File: config.mk
export PLATFORM = sky130hd
export DESIGN_NAME = shift_rotate_pipe
export DESIGN_NICKNAME = d
export VERILOG_FILES = /design/src/rtl/shift_rotate_pipe.sv
export SDC_FILE = /design/constraint.sdc
export NUM_CORES = 1
export LEC_CHECK = 0
export BUFFER_PORTS_ARGS = -buffer_cell sky130_fd_sc_hd__buf_4
export CAP_MARGIN = 0
export CORE_MARGIN = 3
export CORE_UTILIZATION = 59
export DETAILED_ROUTE_END_ITERATION = 12
export PLACE_DENSITY = 0.83
export SLEW_MARGIN = 20
export SYNTH_ARGS = -nofsm -noshare
export SYNTH_HDL_FRONTEND = slang
export SYNTH_SLANG_ARGS = --single-unit
File: constraint.sdc
create_clock -name clk -period 7 [get_ports clk]
set_clock_uncertainty 0.05 [all_clocks]
set_input_delay 1.4 -clock clk [delete_from_list [all_inputs] [get_ports clk]]
set_output_delay 1.4 -clock clk [all_outputs]
set_load 0.005 [all_outputs]
File: src/rtl/shift_rotate_pipe.sv
// ---------------------------------------------------------------------------
// shift_rotate_pipe
//   Pipelined shift/rotate unit. It is a log-shifter with SHW = log2(WIDTH)
//   registered stages. Stage k moves the operand by 2^k positions when bit k
//   of the effective amount is set. The final stage substitutes the overflow
//   result for shifts whose amount is >= WIDTH. A single global stall freezes
//   every stage while the result is not taken.
//
// Ports
//   clk        clock, rising edge
//   rst_n      synchronous active-low reset
//   in_valid   operand/opcode valid
//   in_ready   input accepted this cycle (= !stall)
//   in_data    operand, WIDTH bits
//   in_amt     unsigned shift/rotate amount, 32 bits
//   in_op      000 ROL, 001 ROR, 010 SHL, 011 SHR, 100 SRA, others pass
//   out_valid  result valid
//   out_ready  consumer accepts result
//   out_data   result, WIDTH bits
// ---------------------------------------------------------------------------
module shift_rotate_pipe #(
   parameter int WIDTH = 32
) (
   input  logic             clk,
   input  logic             rst_n,
   input  logic             in_valid,
   output logic             in_ready,
   input  logic [WIDTH-1:0] in_data,
   input  logic [31:0]      in_amt,
   input  logic [2:0]       in_op,
   output logic             out_valid,
   input  logic             out_ready,
   output logic [WIDTH-1:0] out_data
);

   localparam int SHW = $clog2(WIDTH);

   localparam logic [2:0] OP_ROL = 3'b000;
   localparam logic [2:0] OP_ROR = 3'b001;
   localparam logic [2:0] OP_SHL = 3'b010;
   localparam logic [2:0] OP_SHR = 3'b011;
   localparam logic [2:0] OP_SRA = 3'b100;

   // One move of s positions; s is a constant at every call site.
   function automatic logic [WIDTH-1:0] step(input logic [WIDTH-1:0] d,
                                             input logic [2:0]       op,
                                             input int               s);
      case (op)
         OP_ROL:  step = (d << s) | (d >> (WIDTH - s));
         OP_ROR:  step = (d >> s) | (d << (WIDTH - s));
         OP_SHL:  step = d << s;
         OP_SHR:  step = d >> s;
         OP_SRA:  step = $signed(d) >>> s;
         default: step = d;
      endcase
   endfunction

   // Stage registers. Op/amount/overflow are only needed by later stages,
   // so the last stage keeps just valid and data.
   logic             q_valid [SHW];
   logic [WIDTH-1:0] q_data  [SHW];
   logic [2:0]       q_op    [SHW-1];
   logic [SHW-1:0]   q_amt   [SHW-1];
   logic             q_ovf   [SHW-1];

   logic [WIDTH-1:0] res     [SHW];
   logic [SHW-1:0]   entry_amt;
   logic             entry_ovf;
   logic             stall;

   assign out_valid = q_valid[SHW-1];
   assign out_data  = q_data[SHW-1];
   assign stall     = out_valid && !out_ready;
   assign in_ready  = !stall;

   // WIDTH is a power of two, so "amount mod WIDTH" for rotates and the low
   // SHW bits for shifts are the same slice. Pass-through ops move nothing.
   always_comb begin
      entry_amt = in_amt[SHW-1:0];
      entry_ovf = 1'b0;
      if (in_op > OP_SRA)
         entry_amt = '0;
      if ((in_op == OP_SHL) || (in_op == OP_SHR) || (in_op == OP_SRA))
         entry_ovf = (in_amt >= 32'(WIDTH));
   end

   for (genvar k = 0; k < SHW; k++) begin : g_stage
      logic [WIDTH-1:0] st_data;
      logic [2:0]       st_op;
      logic             amt_bit;
      logic [WIDTH-1:0] moved;

      if (k == 0) begin : g_first
         assign st_data = in_data;
         assign st_op   = in_op;
         assign amt_bit = entry_amt[0];
      end else begin : g_next
         assign st_data = q_data[k-1];
         assign st_op   = q_op[k-1];
         assign amt_bit = q_amt[k-1][k];
      end

      assign moved = amt_bit ? step(st_data, st_op, 1 << k) : st_data;

      if (k == SHW - 1) begin : g_last
         // SRA keeps the sign bit in the MSB through every stage, so the
         // fill value can be taken from the final-stage input.
         assign res[k] = !q_ovf[SHW-2] ? moved :
                         (st_op == OP_SRA) ? {WIDTH{st_data[WIDTH-1]}} : '0;
      end else begin : g_mid
         assign res[k] = moved;
      end
   end

   // NOTE: only valid bits and the visible output register are reset; the
   // other data/op registers are don't-care while their valid bit is 0.
   always_ff @(posedge clk) begin
      if (!rst_n) begin
         for (int k = 0; k < SHW; k++)
            q_valid[k] <= 1'b0;
         q_data[SHW-1] <= '0;
      end else if (!stall) begin
         q_valid[0] <= in_valid;
         q_data[0]  <= res[0];
         q_op[0]    <= in_op;
         q_amt[0]   <= entry_amt;
         q_ovf[0]   <= entry_ovf;
         for (int k = 1; k < SHW; k++) begin
            q_valid[k] <= q_valid[k-1];
            q_data[k]  <= res[k];
         end
         for (int k = 1; k < SHW - 1; k++) begin
            q_op[k]  <= q_op[k-1];
            q_amt[k] <= q_amt[k-1];
            q_ovf[k] <= q_ovf[k-1];
         end
      end
   end

endmodule

==> results of run 1 <==
-- cell usage in the layout, fill, tap and decap left out, types with 3 or more instances in the layout --
| master | instances |
|---|---|
| nor3_1 | 4 |
| o21ai_1 | 51 |
| and3_1 | 6 |
| edfxtp_1 | 191 |
| a22oi_1 | 58 |
| nor2_1 | 93 |
| clkinv_4 | 3 |
| o21ai_0 | 44 |
| a221oi_2 | 10 |
| nand4_1 | 17 |
| inv_1 | 3 |
| nor4_1 | 6 |
| nand2_1 | 69 |
| nand2b_1 | 8 |
| bufinv_16 | 3 |
| mux2i_1 | 34 |
| nand3_1 | 34 |
| clkinv_1 | 4 |
| nor2_2 | 3 |
| buf_4 | 110 |
| o21bai_1 | 3 |
| a221oi_1 | 14 |
| clkbuf_16 | 17 |
| o22a_1 | 7 |
| a21oi_1 | 61 |
| and2_1 | 6 |
| clkbuf_1 | 3 |
| o22ai_1 | 5 |
| nor2b_1 | 14 |
-- worst max path at each step --
stage	startpoint	endpoint	slack, ns	cells after the start
2_1_floorplan	out_ready	q_data[0][155]$_SDFFCE_PN0P_	0.81	6
3_3_place_gp	out_ready	in_ready	3.60	4
3_5_place_dp	out_ready	q_data[0][148]$_SDFFCE_PN0P_	3.46	6
4_1_cts	out_ready	in_ready	3.56	4
5_1_grt	out_ready	in_ready	3.50	4
6_report	out_ready	in_ready	3.55	4
-- final cells by class --
cell class	count	area (um^2)	area share (%)
Clock buffer	20	437	4.03
Timing Repair Buffer	111	853	7.87
Tap cell	211	264	2.44
Clock inverter	12	144	1.33
Inverter	4	15.0	0.139
Sequential cell	191	5740	52.9
Multi-Input combinational cell	573	3390	31.3
-- power groups by stage --
stage	clock [uW]	sequential, uW	combinational, uW
2_1_floorplan	0	1450	225
6_report	953	1460	317
3_3_place_gp	0	1470	301
5_1_grt	1010	1460	356
4_1_cts	961	1450	314
3_5_place_dp	0	1480	311
-- per-stage QoR --
stage	utilization (%)	cells
floorplan	-	832
global placement	66.3	1089
detailed placement	66.3	1089
CTS	70.1	1121
global route	70.3	1122
finish	70.3	1122
-- routing by layer --
metal  global-route usage, %  part of all wire (%)
met1                    25.2                    40
met2                    38.5                    51
met3                    4.33                   5.7
met4                    9.35                   2.9
met5                       0                     0
-- flip-flops by register name (all words and copies together), names as in the netlist --
register and count:
q_valid 5, q_amt 10, q_data 160, q_ovf 4, q_op 12
-- logic make-up (layout without fill, tap and decap cells) --
family / count (synthesis) / count (layout)
AO/OA/AOI/OAI: 263 / 263
buffers and inverters: 68 / 147
flip-flops: 191 / 191
multiplexers: 38 / 38
AND/OR/NAND/NOR: 272 / 272
-- worst register-to-register path, delay by kind of cell (launching register included) --
family          cells  cell delay [ns]
simple gates        3             1.50
flops               1             0.39
compound gates      1             0.36
buf+inv             1             0.12
==> flow_metrics.env, run 1 <==
export IMPL_power_share_combinational_pct=11.6
export IMPL_finalSetupViolCount=0
export IMPL_setup_slack_ns=3.55
export IMPL_layout_drive_gt1_share_pct=18.4
export IMPL_die_area_mm2=0.0176
export IMPL_vdd_drop_max_mv=0.179
export IMPL_r2r_cells=5
export IMPL_routed_via_density=6.01
export IMPL_finalHoldViolCount=0
export IMPL_drtIter0Drc=513
export IMPL_final_cell_area_mm2=0.0108
export IMPL_cpPeakStageDelay_ns=0.23
export IMPL_post_cts_buffers=0
export IMPL_clock_path_buffers=2
export IMPL_synth_commonest_cells="edfxtp_1 (191), nor2_1 (94), nand2_1 (69)"
export IMPL_synth_top_cell_area_share_pct=60.6
export IMPL_netlist_area_mm2=0.00947
export IMPL_antenna_found_initial=0
export IMPL_critPathArrivalTime_ns=2.00
export IMPL_synth_area_top_cells="edfxtp_1 (61%), a22oi_1 (4.6%), nor2_1 (3.7%)"
export IMPL_cts_tree="built"
export IMPL_tightest_slew_ns=1.07
export IMPL_antenna_cells=0
export IMPL_finalPower_uw=2720
export IMPL_ys_flop_type="edfxtp_1"
export IMPL_whs_ns=0.369
export IMPL_reg2reg_slack_ns=4.39
export IMPL_min_delay_start="q_amt[0][4]$_SDFFCE_PP0P_"
export IMPL_synth_most_common_cell="edfxtp_1"
export IMPL_finalNetCount=969
export IMPL_start_util_pct=61.4
export IMPL_clkPwrFrac_pct=35.0
export IMPL_h_tree_depth=4
export IMPL_seqPwrFrac_pct=53.4
export IMPL_dr_pass1_iters=6
export IMPL_cp_slowest_cell="nor2b_2"
export IMPL_synth_compound_area_share_pct=17.9
export IMPL_ant_nets=0
export IMPL_synth_simple_area_share_pct=13.5
export IMPL_dpl_cell_area_mm2=0.0102
export IMPL_synth_edf_count=191
export IMPL_cts_resized_gates=0
export IMPL_fin_crit_sh_pct=49.3
export IMPL_cp_cell_sequence="buf_4, nor2b_2, inv_2, buf_4"
export IMPL_postCtsHoldBufs=0
export IMPL_muxShareOfSynthArea_pct=4.15
export IMPL_synth_cell_types=48
export IMPL_yosys_warnings=0
export IMPL_rsz0062_at_grt="no"
export IMPL_drc=0
export IMPL_async_reset_ff_share_pct=0
export IMPL_status="completed"
export IMPL_synth_fa_ha_area_share_pct=0
export IMPL_cts_root_buffer="clkbuf_16"
export IMPL_grt_pass1_vias=6206
export IMPL_cp_max_fo=7
export IMPL_netlist_instances=832
export IMPL_power_density_mw_per_mm2=251
export IMPL_core_rowCount=45
export IMPL_slew_violations=0
export IMPL_fmax_mhz=290
export IMPL_vias=6745
export IMPL_syn2layout_area_growth_pct=14.5
export IMPL_gp_congestion=0.874
export IMPL_port_buffers=104
export IMPL_cp_end_kind="primary output"
export IMPL_critical_path_required_ns=5.55
export IMPL_worstHoldPathType="reg -> reg"
export IMPL_num_io_pins=105
export IMPL_clk_pin_slew_ns=0.06
export IMPL_core_region_area_mm2=0.0154
export IMPL_tns_ns=0
export IMPL_p_sw_share_pct=23.8
export IMPL_p_leak_uw=0.00406
export IMPL_clock_sinks=191
export IMPL_ys_ff_latch=191
export IMPL_track_usage_pct=21.5
export IMPL_seq_area_frac_synth_pct=60.6
export IMPL_hold_depth=0
export IMPL_r2r_end="q_data[0][148]$_SDFFCE_PN0P_"
export IMPL_min_to="q_amt[1][4]$_DFFE_PP_"
export IMPL_min_period_ns=3.45
export IMPL_insertion_delay_ns=0.43
export IMPL_path_buf_inv=3
export IMPL_p_switching_uw=649
export IMPL_overflow=0
export IMPL_die_h_um=133
export IMPL_numCtsBuffers=17
export IMPL_synth_top_family_by_area="compound AO/OA/AOI/OAI gates"
export IMPL_routed_wl_um=18800
export IMPL_synth_xor_area_share_pct=0
export IMPL_timing_rr_start="q_valid[0][4]$_SDFFCE_PN0P_"
export IMPL_slew_headroom_pct=28.6
export IMPL_startpoint_type="primary input"
export IMPL_place_ws_ns=3.46
export IMPL_yosysTopAreaCell="edfxtp_1"
export IMPL_path_class="in -> out"
export IMPL_internal_power_uw=2080
export IMPL_cap_viol_max_count=0
export IMPL_path_delay_family="buffers and inverters"
export IMPL_grt_pass1_wl_um=30600
export IMPL_die_width_um=133
export IMPL_avgSynthCellArea_um2=11.4
export IMPL_avgRoutedWirePerCell_um=16.8
export IMPL_crit_top_cell="buf_4"
export IMPL_synth_fp_nets=903
export IMPL_n_fill_cell=1147
export IMPL_grt_max_degree=83
export IMPL_dp_hpwl_um=13000
Note: power is estimated with default switching activity, not from simulation.
==> run 2, diff against run 1 <==
- CORE_UTILIZATION: 59 -> 53
- PLACE_DENSITY: 0.83 -> 0.79
- clock period: 7 -> 3.1 ns (I/O delays scaled with it)
==> run 2 against run 1 <==
Global-route usage fell by 2.6 points. Critical path depth increased by 1. Clock power rose to 2.6 times the previous value. Register-to-register slack got worse by 3.5 ns. Utilization is 7.0 points lower. Cell count is 1.8% higher. Via count grew 0.37%. Sequential share of layout area down 0.82 points. Sequential power increased by 120%. Combinational power rose by 130%. First-iteration DRC count up 26%. Critical endpoint is now q_data[0][104]$_DFFE_PP_. Largest cell class unchanged.
==> flow_metrics.env, run 2 (synthesis results as in run 1) <==
export IMPL_status="completed"
export IMPL_worstHoldPathType="reg -> reg"
export IMPL_postCtsHoldBufs=0
export IMPL_rsz0062_at_grt="no"
export IMPL_finalNetCount=976
export IMPL_tns_ns=0
export IMPL_min_period_ns=2.23
export IMPL_routed_via_density=5.93
export IMPL_finalPower_uw=6510
export IMPL_core_rowCount=48
export IMPL_antenna_cells=0
export IMPL_avgRoutedWirePerCell_um=16.1
export IMPL_slew_violations=0
export IMPL_cap_viol_max_count=0
export IMPL_clock_sinks=191
export IMPL_clock_path_buffers=2
export IMPL_layout_drive_gt1_share_pct=19.7
export IMPL_final_cell_mix="edfxtp_1 (191), buf_4 (117), nor2_1 (93)"
export IMPL_h_tree_depth=4
export IMPL_startpoint_type="flip-flop"
export IMPL_grt_max_degree=155
export IMPL_slew_headroom_pct=33.6
export IMPL_cp_max_fo=24
export IMPL_antenna_found_initial=0
export IMPL_regArea_mm2=0.00574
export IMPL_fmax_mhz=449
export IMPL_cp_end_kind="flip-flop"
export IMPL_core_region_area_mm2=0.0174
export IMPL_cp_slowest_cell="nand2_1"
export IMPL_track_usage_pct=18.9
export IMPL_path_buf_inv=1
export IMPL_num_io_pins=105
export IMPL_grt_pass1_vias=6135
export IMPL_drc=0
export IMPL_die_area_mm2=0.0195
export IMPL_largest_reg_flops=160
export IMPL_tightest_slew_ns=0.993
export IMPL_routed_wl_um=18400
export IMPL_dp_cells=1111
export IMPL_gp_congestion=0.960
export IMPL_final_common_cell="edfxtp_1"
export IMPL_critPathArrivalTime_ns=2.35
export IMPL_syn2layout_area_growth_pct=16.3
export IMPL_dr_pass1_iters=5
export IMPL_multi_input_area_mm2=0.00339
export IMPL_grt_pass1_wl_um=30600
export IMPL_cts_tree="built"
export IMPL_path_class="reg -> reg"
export IMPL_insertion_delay_ns=0.42
export IMPL_path_delay_family="compound AO/OA/AOI/OAI gates"
export IMPL_drtIter0Drc=647
export IMPL_port_buffers=104
export IMPL_die_h_um=140
export IMPL_vdd_drop_max_mv=0.438
export IMPL_setup_slack_ns=0.871
export IMPL_finalHoldViolCount=0
export IMPL_cts_root_buffer="clkbuf_16"
export IMPL_critical_path_required_ns=3.22
export IMPL_instances_no_fill=1142
export IMPL_post_cts_buffers=0
export IMPL_reg_largest_list="q_data: 160 flops, q_op: 12 flops, q_amt: 10 flops"
export IMPL_numCtsBuffers=17
export IMPL_die_width_um=140
export IMPL_ant_nets=0
export IMPL_p_leak_uw=0.00414
export IMPL_start_util_pct=54.4
export IMPL_cpPeakStageDelay_ns=0.59
export IMPL_top_register="q_data"
export IMPL_vias=6770
export IMPL_power_density_mw_per_mm2=591
export IMPL_cts_resized_gates=0
export IMPL_cp_cell_sequence="buf_4, o21ai_0, nand2_1, a221oi_1, nor2_1"
export IMPL_overflow=0
export IMPL_finalSetupViolCount=0
export IMPL_whs_ns=0.367
export IMPL_n_fill_cell=1384
export IMPL_clk_pin_slew_ns=0.07
export IMPL_dp_hpwl_um=12400
export IMPL_fin_crit_sh_pct=71.9
export IMPL_place_ws_ns=0.968
-- run 2: path summary, 6_finish.rpt --
path / cells after the start / from / to / slack, ns
max: 5 / q_op[2][0]$_DFFE_PP_ / q_data[0][104]$_DFFE_PP_ / 0.87
min: 0 / q_ovf[0]$_DFFE_PP_ / q_ovf[1]$_DFFE_PP_ / 0.37
max reg2reg: 5 / q_op[2][0]$_DFFE_PP_ / q_data[0][104]$_DFFE_PP_ / 0.87
min reg2reg: 0 / q_ovf[0]$_DFFE_PP_ / q_ovf[1]$_DFFE_PP_ / 0.37
-- run 2: power by group --
group	switching, uW	leakage (uW)	internal, uW
Sequential	168	0.00196	3110
Clock	916	0.000326	1590
Combinational	402	0.00186	319
-- run 2: final cells by class --
type | instances | area share [%]
Clock buffer | 17 | 3.86
Sequential cell | 191 | 52.1
Inverter | 4 | 0.136
Tap cell | 225 | 2.56
Clock inverter | 14 | 2.40
Multi-Input combinational cell | 573 | 30.8
Timing Repair Buffer | 118 | 8.16
-- run 2: worst reg2reg max path, stage by stage, from the launching register on --
cell and delay (ns):
edfxtp_1 0.36, buf_4 0.19, o21ai_0 0.21, nand2_1 0.59, a221oi_1 0.49, nor2_1 0.08
-- run 2: per-stage QoR --
step,area [um^2],utilization (%)
2_1_floorplan,9470,-
3_3_place_gp,10300,59.3
3_5_place_dp,10300,59.3
4_1_cts,11000,63.2
5_1_grt,11000,63.2
6_report,11000,63.2
-- run 2: layer usage --
layer	track usage, %	vias up	routed length [um]
met5	0	-	0
met4	7.24	0	416
met3	3.30	39	1100
met2	32.2	324	9260
met1	24.4	3090	7640
li1	-	3317	-
==> run 3, diff against run 2 <==
- ABC_AREA: not set -> 1
- CORE_UTILIZATION: 53 -> 54
- PLACE_DENSITY: 0.79 -> 0.8
- clock period: 3.1 -> 1.9 ns (I/O delays scaled with it)
==> run 3 against run 2 <==
Routed wire length grew 12%. Non-clock buffer count grew 23. Power grew 59%. Largest power group unchanged. Die area grew 3.5%. Cell count grew 30%. Global-route usage grew 1.8 points. Combinational power grew 120%. Clock power grew 35%. Register-to-register slack lost 0.70 ns. Sequential cell count is the same. Maximum frequency grew 29%.
==> flow_metrics.env, run 3 <==
export IMPL_status="completed"
export IMPL_finalHoldViolCount=0
export IMPL_synth_edf_count=191
export IMPL_routed_wl_um=20600
export IMPL_critical_path_required_ns=2.01
export IMPL_cp_slowest_cell="edfxtp_1"
export IMPL_die_area_mm2=0.0202
export IMPL_min_to="q_op[0][1]$_DFFE_PP_"
export IMPL_insertion_delay_ns=0.42
export IMPL_synth_top_cell_area_share_pct=57.4
export IMPL_use_met3_pct=3.56
export IMPL_fmax_mhz=578
export IMPL_dr_pass1_iters=5
export IMPL_routed_via_density=5.29
export IMPL_cts_resized_gates=0
export IMPL_avgSynthCellArea_um2=8.65
export IMPL_rsz0062_at_grt="no"
export IMPL_synth_fp_nets=1227
export IMPL_dpl_cell_area_mm2=0.0112
export IMPL_grt_pass1_wl_um=34000
export IMPL_vias=7888
export IMPL_finalNetCount=1322
export IMPL_layout_drive_gt1_share_pct=14.8
export IMPL_gp_congestion=0.915
export IMPL_synth_area_top_cells="edfxtp_1 (57%), nand2_1 (10%), nor2_1 (5.9%)"
export IMPL_ys_ff_latch=191
export IMPL_power_density_mw_per_mm2=881
export IMPL_power_share_combinational_pct=15.1
export IMPL_die_width_um=142
export IMPL_start_util_pct=55.3
export IMPL_dp_hpwl_um=15400
export IMPL_clock_sinks=191
export IMPL_clock_path_buffers=2
export IMPL_final_cell_mix="nand2_1 (269), edfxtp_1 (191), nor2_1 (157)"
export IMPL_synth_commonest_cells="nand2_1 (271), edfxtp_1 (191), nor2_1 (157)"
export IMPL_whs_ns=0.119
export IMPL_core_region_area_mm2=0.0181
export IMPL_yosys_warnings=0
export IMPL_cp_cell_sequence="nor2_4, nand2_2, nand2_1, o21ai_0, nand3_1, a21oi_1"
export IMPL_p_switching_uw=2640
export IMPL_internal_power_uw=7680
export IMPL_worstHoldPathType="in -> reg"
export IMPL_final_cell_area_mm2=0.0117
export IMPL_post_cts_buffers=0
export IMPL_startpoint_type="flip-flop"
export IMPL_synth_cell_types=24
export IMPL_cts_tree="built"
export IMPL_gr_usage_met1_pct=23.0
export IMPL_clk_pin_slew_ns=0.07
export IMPL_cap_viol_max_count=0
export IMPL_ys_flop_type="edfxtp_1"
export IMPL_use_met2_pct=39.4
export IMPL_num_io_pins=105
export IMPL_grt_pass1_vias=7254
export IMPL_r2r_end="q_data[0][142]$_SDFFCE_PN0P_"
export IMPL_cp_max_fo=16
export IMPL_largest_reg_flops=160
export IMPL_synth_most_common_cell="nand2_1"
export IMPL_finalSetupViolCount=0
export IMPL_vdd_drop_max_mv=0.614
export IMPL_die_h_um=142
export IMPL_ant_nets=0
export IMPL_track_usage_pct=20.8
export IMPL_path_class="reg -> reg"
export IMPL_cp_end_kind="flip-flop"
export IMPL_hold_depth=1
export IMPL_slew_violations=0
export IMPL_grt_max_degree=61
export IMPL_seqPwrFrac_pct=52.1
export IMPL_min_delay_start="in_op[1]"
export IMPL_top_register="q_data"
export IMPL_port_buffers=104
export IMPL_drc=0
export IMPL_numCtsBuffers=17
export IMPL_antenna_cells=0
export IMPL_seq_area_frac_synth_pct=57.4
export IMPL_h_tree_depth=4
export IMPL_instances_no_fill=1490
export IMPL_reg2reg_slack_ns=0.17
export IMPL_antenna_found_initial=0
export IMPL_slew_headroom_pct=66.3
export IMPL_final_common_cell="nand2_1"
export IMPL_cts_root_buffer="clkbuf_16"
export IMPL_clkPwrFrac_pct=32.8
export IMPL_postCtsHoldBufs=0
export IMPL_r2r_cells=6
export IMPL_netlist_area_mm2=0.0100
export IMPL_timing_rr_start="q_op[3][0]$_DFFE_PP_"
export IMPL_min_period_ns=1.73
export IMPL_top_usage_layer="met2"
export IMPL_yosysTopAreaCell="edfxtp_1"
export IMPL_dp_cells=1461
export IMPL_syn2layout_area_growth_pct=17.2
export IMPL_p_sw_share_pct=25.6
export IMPL_critPathArrivalTime_ns=1.84
export IMPL_drtIter0Drc=332
export IMPL_reg_largest_list="q_data: 160 flops, q_op: 12 flops, q_amt: 10 flops"
export IMPL_core_rowCount=49
export IMPL_async_reset_ff_share_pct=0
export IMPL_overflow=0
export IMPL_fin_util_pct=64.8
export IMPL_finalPower_uw=10300
export IMPL_netlist_instances=1156
export IMPL_avgRoutedWirePerCell_um=13.9
export IMPL_tightest_slew_ns=0.504
export IMPL_fin_crit_sh_pct=91.0
export IMPL_p_leak_uw=0.00495
export IMPL_cpPeakStageDelay_ns=0.46
export IMPL_n_fill_cell=1456
run 3: cells by family (layout without fill, tap and decap cells):
kind of cell / after synthesis / after routing / synth area share [%]
compound gates: 212 / 212 / 11.0
simple gates: 575 / 575 / 24.1
buf+inv: 178 / 283 / 7.54
flops: 191 / 191 / 57.4
run 3: cell type report:
cell class,count,area (um^2),share of cell area (%)
tap,229,287,2.44
clock inverter,11,120,1.02
multi-input combinational,787,3520,30.0
inverter,113,435,3.72
timing repair buffer,141,1200,10.2
sequential,191,5740,48.9
clock buffer,18,429,3.66
run 3: routing by layer:
layer,part of all wire (%),vias to the layer above
li1,-,4072
met5,0,-
met1,40,3548
met4,2.2,0
met3,3.9,34
met2,54,234
run 3: worst max-delay path by stage:
stage                           startpoint                           end  slack, ns  depth (start not counted)
6_report              q_op[3][0]$_DFFE_PP_  q_data[0][142]$_SDFFCE_PN0P_       0.17                          6
5_1_grt               q_op[3][0]$_DFFE_PP_  q_data[0][141]$_SDFFCE_PN0P_       0.03                          6
4_1_cts               q_op[3][0]$_DFFE_PP_  q_data[0][142]$_SDFFCE_PN0P_       0.20                          6
3_5_place_dp          q_op[3][0]$_DFFE_PP_  q_data[0][142]$_SDFFCE_PN0P_       0.21                          6
3_3_place_gp                     out_ready            q_ovf[1]$_DFFE_PP_       0.23                          6
2_1_floorplan  q_valid[0][4]$_SDFFCE_PN0P_     q_amt[0][1]$_SDFFCE_PP0P_      -1.60                          5
run 3: power by group through the flow:
stage                     registers [uW]  clock network [uW]  logic [uW]
after floorplan                     5390                   0        1030
after global placement              5460                   0        1520
after detailed placement            5470                   0        1540
after CTS                           5380                3440        1550
after global routing                5420                3610        1780
final                               5380                3390        1560
run 3: through the flow:
| stage | TNS, ns | worst slack, ns |
|---|---|---|
| global route | 0 | 0.0308 |
| CTS | 0 | 0.201 |
| detailed placement | 0 | 0.207 |
| finish | 0 | 0.171 |
| global placement | 0 | 0.232 |
| floorplan | -248.85 | -1.60 |
run 3: critical path, delay by kind of cell, from the launching register on:
kind               cells  cell delay [ns]
and+or+nand+nor        4             0.71
DFF                    1             0.46
AOI/OAI and AO/OA      2             0.25
